File: src/rtl/weight_load_ctrl.sv
// Weight tile loader: reads H buffer rows in reverse, pushes them into the
// per-column LIFO shifters, then drains them into the array under array_ready.
module weight_load_ctrl #(
    parameter int unsigned DATASIZE    = 16,
    parameter int unsigned ARRAYHEIGHT = 4,
    parameter int unsigned ARRAYWIDTH  = 4,
    parameter int unsigned ADDRW       = 8
) (
    input  logic                           clk,
    input  logic                           rst,
    input  logic                           start,
    input  logic [ADDRW-1:0]               base_addr,
    input  logic                           array_ready,
    output logic                           mem_rd_en,
    output logic [ADDRW-1:0]               mem_addr,
    input  logic [ARRAYWIDTH*DATASIZE-1:0] mem_rdata,
    output logic                           sh_load_en,
    output logic [ARRAYWIDTH*DATASIZE-1:0] sh_data,
    output logic                           sh_out_en,
    output logic                           busy,
    output logic                           done
);

    localparam int unsigned ROWW = ARRAYWIDTH * DATASIZE;
    localparam int unsigned CNTW = $clog2(ARRAYHEIGHT + 1);
    localparam logic [CNTW-1:0]  H_CNT   = CNTW'(ARRAYHEIGHT);
    localparam logic [ADDRW-1:0] ROW_TOP = ADDRW'(ARRAYHEIGHT - 1);

    typedef enum logic [2:0] {
        S_IDLE,
        S_READ,
        S_LOADTAIL,
        S_DRAIN,
        S_FIN
    } state_t;

    state_t           r_state;
    logic [ADDRW-1:0] r_base;
    logic [CNTW-1:0]  r_rcnt;
    logic [CNTW-1:0]  r_dcnt;
    logic             r_mem_rd_en;
    logic [ADDRW-1:0] r_mem_addr;
    logic             r_rd_valid;
    logic             r_sh_load_en;
    logic [ROWW-1:0]  r_sh_data;
    logic             r_busy;
    logic             r_done;

    logic             w_out_en;
    logic             w_last_drain;

    assign w_out_en     = (r_state == S_DRAIN) && array_ready;
    assign w_last_drain = (r_dcnt == (H_CNT - CNTW'(1)));

    assign mem_rd_en  = r_mem_rd_en;
    assign mem_addr   = r_mem_addr;
    assign sh_load_en = r_sh_load_en;
    assign sh_data    = r_sh_data;
    assign sh_out_en  = w_out_en;
    assign busy       = r_busy;
    assign done       = r_done;

    // Load pipeline: read data lands one cycle after the strobe, is registered, then loaded.
    always_ff @(posedge clk or negedge rst) begin
        if (!rst) begin
            r_rd_valid   <= 1'b0;
            r_sh_load_en <= 1'b0;
            r_sh_data    <= '0;
        end else begin
            r_rd_valid   <= r_mem_rd_en;
            r_sh_load_en <= r_rd_valid;
            if (r_rd_valid) begin
                r_sh_data <= mem_rdata;
            end
        end
    end

    // Sequencer: rows are fetched top-down so row 0 enters the LIFO last and leaves first.
    always_ff @(posedge clk or negedge rst) begin
        if (!rst) begin
            r_state     <= S_IDLE;
            r_base      <= '0;
            r_rcnt      <= '0;
            r_dcnt      <= '0;
            r_mem_rd_en <= 1'b0;
            r_mem_addr  <= '0;
            r_busy      <= 1'b0;
            r_done      <= 1'b0;
        end else begin
            case (r_state)
                S_IDLE: begin
                    r_done <= 1'b0;
                    if (start) begin
                        r_base      <= base_addr;
                        r_mem_rd_en <= 1'b1;
                        r_mem_addr  <= base_addr + ROW_TOP;
                        r_rcnt      <= CNTW'(1);
                        r_dcnt      <= '0;
                        r_busy      <= 1'b1;
                        r_state     <= S_READ;
                    end
                end
                S_READ: begin
                    if (r_rcnt == H_CNT) begin
                        r_mem_rd_en <= 1'b0;
                        r_state     <= S_LOADTAIL;
                    end else begin
                        r_mem_rd_en <= 1'b1;
                        r_mem_addr  <= r_base + ROW_TOP - ADDRW'(r_rcnt);
                        r_rcnt      <= r_rcnt + CNTW'(1);
                    end
                end
                S_LOADTAIL: begin
                    // Final load pulse is the one with nothing left in flight behind it.
                    if (r_sh_load_en && !r_rd_valid) begin
                        r_state <= S_DRAIN;
                    end
                end
                S_DRAIN: begin
                    if (w_out_en) begin
                        r_dcnt <= r_dcnt + CNTW'(1);
                        if (w_last_drain) begin
                            r_busy  <= 1'b0;
                            r_done  <= 1'b1;
                            r_state <= S_FIN;
                        end
                    end
                end
                S_FIN: begin
                    r_done  <= 1'b0;
                    r_state <= S_IDLE;
                end
                default: begin
                    r_state <= S_IDLE;
                end
            endcase
        end
    end

endmodule

File: config.mk
export PLATFORM = sky130hd
export DESIGN_NAME = weight_load_ctrl
export DESIGN_NICKNAME = d
export VERILOG_FILES = /design/src/rtl/weight_load_ctrl.sv
export SDC_FILE = /design/constraint.sdc
export NUM_CORES = 1
export LEC_CHECK = 0
export ABC_CLOCK_PERIOD_IN_PS = 2300
export BUFFER_PORTS_ARGS = -buffer_cell sky130_fd_sc_hd__buf_2
export CORE_ASPECT_RATIO = 1.25
export CORE_UTILIZATION = 35
export DETAILED_ROUTE_END_ITERATION = 8
export PLACE_DENSITY_LB_ADDON = 0.3
export SLEW_MARGIN = 15
export SYNTH_ARGS = -nofsm -noshare
export SYNTH_HDL_FRONTEND = slang
export SYNTH_SLANG_ARGS = --single-unit
File: constraint.sdc
create_clock -name clk -period 2.3 [get_ports clk]
set_input_delay 0.23 -clock clk [delete_from_list [all_inputs] [get_ports clk]]
set_output_delay 0.23 -clock clk [all_outputs]
set_load 0.1 [all_outputs]
==> results of run 1 <==
[worst max-delay path, stage by stage, from the launching register on]
cell	delay, ps
dfrtp_1	390
inv_2	80
ha_1	230
ha_2	210
fa_2	340
a211o_1	350
a211oi_2	270
or3_1	130
nand3_1	70
[metrics by stage]
step | TNS, ps | util, % | cell area (um^2) | hold slack [ps] | cells
6_report | 0 | 46.84 | 5466 | 114.1 | 654
5_1_grt | 0 | 46.84 | 5466 | 110.2 | 654
4_1_cts | 0 | 46.73 | 5454 | 104.0 | 653
3_5_place_dp | -5.883 | 44.08 | 5145 | 330.1 | 637
3_3_place_gp | 0 | 44.08 | 5145 | 315.6 | 637
2_1_floorplan | 0 | - | 4205 | -65.59 | 332
[cell usage after synthesis (all sizes together) (4+ instances only)]
master	instances	area [um^2]
o21ai	22	121.4
dfrtp	94	2352
a21oi	10	61.31
o31ai	5	37.54
nand3	8	40.04
ha	14	175.2
mux2	64	720.7
a211oi	5	37.54
buf	14	100.1
o21a	4	30.03
xor2	4	35.03
nand2	23	86.33
nor2	17	63.81
inv	16	60.06
[cell type report]
type,instances,area share (%)
well taps,161,3.685
repair buffers,161,15.70
multi-input cells,207,31.08
clock buffers,9,4.120
flip-flops and latches,94,43.05
clock inverters,6,1.259
inverters,16,1.099
[cell families after synthesis]
kind of cell / Yosys count / share of synthesized area (%)
AOI/OAI and AO/OA: 58 / 9.283
DFF: 94 / 55.94
muxes: 64 / 17.14
and+or+nand+nor: 63 / 7.647
adders and majority gates: 15 / 4.642
buffers and inverters: 31 / 3.897
xor gates and xnor gates: 7 / 1.458
[state kept, by name (all words and copies together), names as in the netlist]
register    flops
busy            1
r_state         3
mem_addr        8
sh_load_en      1
r_rcnt          3
done            1
r_rd_valid      1
r_base          8
sh_data        64
r_dcnt          3
mem_rd_en       1
[how the worst min path moves through the flow]
stage / start / end / slack [ps]
floorplan: rst / busy / -70
global placement: rst / r_base[6] / 320
detailed placement: rst / r_dcnt[0] / 330
CTS: mem_rdata[60] / sh_data[60] / 100
global route: mem_rdata[24] / sh_data[24] / 110
finish: mem_rdata[0] / sh_data[0] / 110
[routing by layer]
metal  GRT usage, %  share of wire (%)  routed length [um]
met5              0                  0                   0
met4          9.207                3.8                 347
met3          2.637                5.0                 461
met2          25.72                 50                4569
met1          18.94                 41                3815
[what timing repair did]
item	4_1_cts	5_1_grt
hold endpoints to repair	51	0
hold buffers	1	0
resized for setup	1	3
setup buffers	0	1
pin swaps	0	3
setup endpoints to repair	1	1
==> impl_summary.log, run 1 <==
INFO  metric dpl.hpwl = around 6.8 mm
INFO  metric nets = 580
INFO  metric setup.worst_path.end = mem_addr[7]
INFO  metric residual_drc = 0
INFO  metric vias_per_cell = 4.749
INFO  metric worst-path-max-fanout = 3
INFO  metric synthCells = 332
INFO  metric grt_setup_unrepaired = false
INFO  metric remaining_max_slew_budget_at_the_tightest_pin = 53.32%
INFO  metric tritoncts.num_buffers = 9
INFO  metric clock_tree.root_cell = clkbuf_16
INFO  metric gp_congestion = 0.7735
INFO  metric layout_min_cycle_time = 2196 ps
INFO  metric synth_cell_types = 43
INFO  metric critical_path.reg2reg.startpoint = r_rcnt[1]
INFO  metric vias_in_the_first_global_route = around 3,100
INFO  metric setup_viol_count_final = 0
INFO  metric fmax = 455.3 MHz
INFO  metric worstPathRequired = between 2000 and 3000 ps
INFO  metric final_clock_period_utilization_by_the_worst_path = 95.49%
INFO  metric clock_sink_count = 94
INFO  metric fp-row-count = 44
INFO  metric routed_wire_length_per_instance = 14.06 um
INFO  metric timing_worst_setup_path_type = register to register
INFO  metric fp.dieArea = about 0.012 mm^2
INFO  metric syn2layout_area_growth = 29.99%
INFO  metric worst_ep_arrival_time = 2400 ps
INFO  metric cts_tree = built
INFO  metric filler_cell_count = approximately 1,100
INFO  metric netlist_area_pre_place = 0.004205 mm^2
INFO  metric r2r-end = mem_addr[7]
INFO  metric grt_start_max_net_pins = 54
INFO  metric synth_edf_count = 0
INFO  metric drt.antenna.violating_nets = 0
INFO  metric grt_overflow = 0
INFO  metric layout.cells.most_common = buf_2
INFO  metric htree_levels = 3
INFO  metric maxSlewViolCount = 0
INFO  metric area_of_the_multi_input_gates = 0.001699 mm^2
INFO  metric worst_hold_path.num_cells = 2
INFO  metric floorplan.initialDensity = between 30% and 40%
INFO  metric clock_path_buffers = 2
INFO  metric regToRegSetupSlack = 100 ps
INFO  metric synth.avg_cell_area = 12.67 um^2
INFO  metric port_buffers = between 150 and 200
INFO  metric fp.dieH = around 120 um
INFO  metric synth_sequential_area_ratio = 55.94%
INFO  metric placement.setup.worst_slack = -5.883 ps
INFO  metric finalHoldViolations = 0
INFO  metric drive_gt1_share = between 50% and 60%
INFO  metric cap_violations = 0
INFO  metric vias = 3,106
INFO  metric worst_pin_slew = 700.2 ps
INFO  metric fin_ws = 103.8 ps
INFO  metric yosys_register_bits = 94
INFO  metric worst_r2r_path_depth = 8
INFO  metric detailedRoute.firstPassIterationCount = 4
INFO  metric worst_hold_path_type = input pin to register
INFO  metric critPathCaptureType = register
INFO  metric antenna_cells = 0
INFO  metric outcome = completed
INFO  metric worst_clock_skew = 8.097 ps
INFO  metric initialDrtViolationCount = 107
INFO  metric synthesis.nets = 423
INFO  metric grtUsageTotal = 15.58%
INFO  metric most_frequent_cells_in_the_layout = 151 x buf_2, 93 x dfrtp_1, 64 x mux2_2, 23 x nand2_1, 17 x nor2_1
INFO  metric yosys_most_used_dff = dfrtp_1
INFO  metric worstSkewPairLatency = 340 ps
INFO  metric synth-async-reset-ratio = 100.0%
INFO  metric postRouteWirelength = 9.194 mm
INFO  metric synth_warnings = 0
INFO  metric worst_setup_hold_path_clk_slew = 70 ps
INFO  metric regArea = approximately 0.0024 mm^2
INFO  metric die_w = 100.0 um
INFO  metric grt_pass1_wl = 15.09 mm
INFO  metric num_io_pins = 153
INFO  metric core-area = ~0.012 mm^2
INFO  metric setup.worst_path.start = r_rcnt[1]
INFO  metric number_of_antenna_violations_at_the_first_check_in_global_routing = 0
INFO  metric type_of_origin_of_the_critical_path = register
Power of run 1 is left out: the tool's default activity adds up to more than one toggle a clock period on the data nets, which glitch-free logic cannot reach.
==> run 2: changes to the inputs <==
--- a/config.mk
+++ b/config.mk
@@ -5,12 +5,11 @@
 export SDC_FILE = /design/constraint.sdc
 export NUM_CORES = 1
 export LEC_CHECK = 0
-export ABC_CLOCK_PERIOD_IN_PS = 2300
+export ABC_CLOCK_PERIOD_IN_PS = 1750
 export BUFFER_PORTS_ARGS = -buffer_cell sky130_fd_sc_hd__buf_2
 export CORE_ASPECT_RATIO = 1.25
 export CORE_UTILIZATION = 35
 export DETAILED_ROUTE_END_ITERATION = 8
-export PLACE_DENSITY_LB_ADDON = 0.3
 export SLEW_MARGIN = 15
 export SYNTH_ARGS = -nofsm -noshare
 export SYNTH_HDL_FRONTEND = slang
==> constraint.sdc (replaced) <==
create_clock -name clk -period 1.75 [get_ports clk]
set_input_delay 0.175 -clock clk [delete_from_list [all_inputs] [get_ports clk]]
set_output_delay 0.175 -clock clk [all_outputs]
set_load 0.1 [all_outputs]
==> run 2 against run 1 <==
- the run now ends with negative setup slack left
- final cell count increased by 2.1%
- register-to-register slack got worse by 390 ps
- routed wire length increased by 5.3%
- utilization increased by 1.8 points
- maximum frequency increased by 7.9%
- hold slack got worse by 55 ps
- first-iteration DRC count decreased by 20%
- via count increased by 1.5%
- critical endpoint is now mem_addr[5]
- largest cell class unchanged
- highest routed layer unchanged
==> impl_summary.log, run 2 (same netlist as run 1, synthesis figures left out) <==
INFO  metric final_clock_period_utilization_by_the_worst_path = 116.3% (+21 points)
INFO  metric worst_r2r_path_depth = 7 (-1)
INFO  metric die_w = 100.0 um (unchanged)
INFO  metric layout_min_cycle_time = 2035 ps (-161.4 ps)
INFO  metric nets = 593 (+2.2%)
INFO  metric largest_register_ff_count = 64 (unchanged)
INFO  metric critPathCaptureType = register
INFO  metric regArea = 0.002355 mm^2 (about the same)
INFO  metric worst-path-max-fanout = 3 (unchanged)
INFO  metric worstPathRequired = 1970 ps (-540 ps)
INFO  metric htree_levels = 3 (unchanged)
INFO  metric maxSlewViolCount = 0 (unchanged)
INFO  metric crit_path_max_incr_delay = 420 ps (+30 ps)
INFO  metric area_of_the_multi_input_gates = 0.001774 mm^2 (+4.4%)
INFO  metric fp.dieH = 124.6 um (unchanged)
INFO  metric initialDrtViolationCount = 86 (-20%)
INFO  metric final_cells = 668 (+2.1%)
INFO  metric finalHoldViolations = 0 (unchanged)
INFO  metric number_of_antenna_violations_at_the_first_check_in_global_routing = 0 (unchanged)
INFO  metric num_io_pins = 153 (unchanged)
INFO  metric layout.core_utilization = 48.62% (+1.8 points)
INFO  metric grt_overflow = 0 (unchanged)
INFO  metric vias_per_cell = 4.722 (-0.58%)
INFO  metric worstSkewPairLatency = 340 ps (about the same)
INFO  metric syn2layout_area_growth = 34.93%
INFO  metric type_of_origin_of_the_critical_path = register
INFO  metric cts_tree = built
INFO  metric whs_endpoint = sh_data[57]
INFO  metric drt.antenna.violating_nets = 0 (unchanged)
INFO  metric dpl.hpwl = 7.283 mm (+6.5%)
INFO  metric port_buffers = 152 (unchanged)
INFO  metric timing_worst_setup_path_type = register to register
INFO  metric drive_gt1_share = 54.64% (+3.3 points)
INFO  metric most_frequent_cells_in_the_layout = 150 x buf_2, 92 x dfrtp_1, 64 x mux2_2, 23 x nand2_1, 19 x buf_4
INFO  metric layout.cells.most_common = buf_2
INFO  metric residual_drc = 0 (unchanged)
INFO  metric chain_of_cells_forming_the_critical_path = ha_4 > ha_4 > fa_2 > a211o_1 > a21o_1 > a22oi_2 > o21ai_1
INFO  metric clock_path_buffers = 2 (unchanged)
INFO  metric critical_path.reg2reg.startpoint = r_base[1]
INFO  metric remaining_max_slew_budget_at_the_tightest_pin = 65.89% (+13 points)
INFO  metric grtUsageTotal = 16.54% (+0.96 points)
INFO  metric min_from = mem_rdata[57]
INFO  metric antenna_cells = 0 (unchanged)
INFO  metric crit_path_slowest_cell = dfrtp_1
INFO  metric grt_pass1_wl = 16.01 mm (+6.1%)
INFO  metric detailedRoute.firstPassIterationCount = 4 (unchanged)
INFO  metric vias_in_the_first_global_route = 3,287 (+5.6%)
INFO  metric violations = negative setup slack
INFO  metric vias = 3,154 (+1.5%)
INFO  metric grt_start_max_net_pins = 50 (-7.4%)
INFO  metric worst_pin_slew = 515.2 ps (-185.1 ps)
INFO  metric cp_common_cell = ha_4
INFO  metric core-area = 0.01167 mm^2 (unchanged)
INFO  metric postRouteWirelength = 9.678 mm (+5.3%)
INFO  metric gp_congestion = 0.7899 (+2.1%)
INFO  metric worst_clock_skew = 9.461 ps (+1.364 ps)
INFO  metric grt_setup_unrepaired = true
INFO  metric fp.dieArea = 0.01246 mm^2 (unchanged)
INFO  metric worst_setup_hold_path_clk_slew = 70 ps (about the same)
INFO  metric routed_wire_length_per_instance = 14.49 um (+3.1%)
INFO  metric dpl.cell_count = 649 (+1.9%)
INFO  metric floorplan.initialDensity = 36.03% (unchanged)
INFO  metric clock_tree.root_cell = clkbuf_16
INFO  metric worst_hold_path.num_cells = 2 (unchanged)
INFO  metric setup_viol_count_final = 5 (+5)
INFO  metric worst_ep_arrival_time = 2260 ps (-140 ps)
INFO  metric tritoncts.num_buffers = 9 (unchanged)
INFO  metric fp-row-count = 44 (unchanged)
INFO  metric worst_hold_path_type = input pin to register
INFO  metric fmax = 491.4 MHz (+7.9%)
INFO  metric clock_sink_count = 94 (unchanged)
INFO  metric regToRegSetupSlack = -280 ps (-390 ps)
INFO  metric cap_violations = 0 (unchanged)
INFO  metric outcome = complete, but fails checks
INFO  metric filler_cell_count = 1,116 (-0.80%)
INFO  metric r2r-end = mem_addr[5]
INFO  metric fin_ws = -284.8 ps (-388.6 ps)
run 2: cell types whose count changed in the layout (fill, tap and decap cells not counted), sizes merged:
| cell | before | now |
|---|---|---|
| buf | 160 | 173 |
| inv | 18 | 19 |
| clkinv | 2 | 0 |
| clkbuf | 9 | 11 |
run 2: worst max-delay path by stage:
stage / start / endpoint / slack, ps
6_report: r_base[1] / mem_addr[5] / -280
5_1_grt: r_rcnt[1] / mem_addr[7] / -380
4_1_cts: r_base[1] / mem_addr[7] / -300
3_5_place_dp: r_base[1] / mem_addr[7] / -340
3_3_place_gp: r_rcnt[1] / mem_addr[7] / -300
2_1_floorplan: r_rcnt[1] / mem_addr[5] / -240
run 2: critical path: cells and delay by family (launching register included):
kind | cells | cell delay [ps]
flops | 1 | 420
compound gates | 4 | 740
fa+ha+maj | 3 | 760
run 2: layer usage:
metal	wire, um	GRT usage [%]	up-vias	part of all wire [%]
met5	0	0	-	0
met4	189	6.053	0	2.0
met3	521	3.984	15	5.4
met2	5102	29.25	106	53
met1	3864	19.17	1528	40
li1	-	-	1505	-
run 2: layout make-up:
cell class / instances / share of cell area (%)
Multi-Input combinational cell: 207 / 31.27
Timing Repair Buffer: 174 / 17.18
Inverter: 16 / 1.103
Clock buffer: 11 / 4.278
Sequential cell: 94 / 41.50
Clock inverter: 5 / 1.125
Tap cell: 161 / 3.550
run 2: what timing repair did:
action	4_1_cts	5_1_grt
setup endpoints to repair	4	6
hold buffers	1	0
resized for setup	5	4
pin swaps	11	9
setup buffers	2	3
hold endpoints to repair	25	0
run 2: metrics by stage:
stage	setup WS (ps)	setup TNS, ps	hold slack [ps]	instance area, um^2
after floorplan	-241.4	-528.6	-120.6	4257
after global placement	-295.1	-864.0	107.3	5301
after detailed placement	-337.7	-1117	117.9	5301
after CTS	-303.2	-584.2	44.94	5654
after global routing	-379.7	-1095	45.30	5674
final	-284.8	-697.5	59.23	5674
Power of run 2 is left out for the same reason.
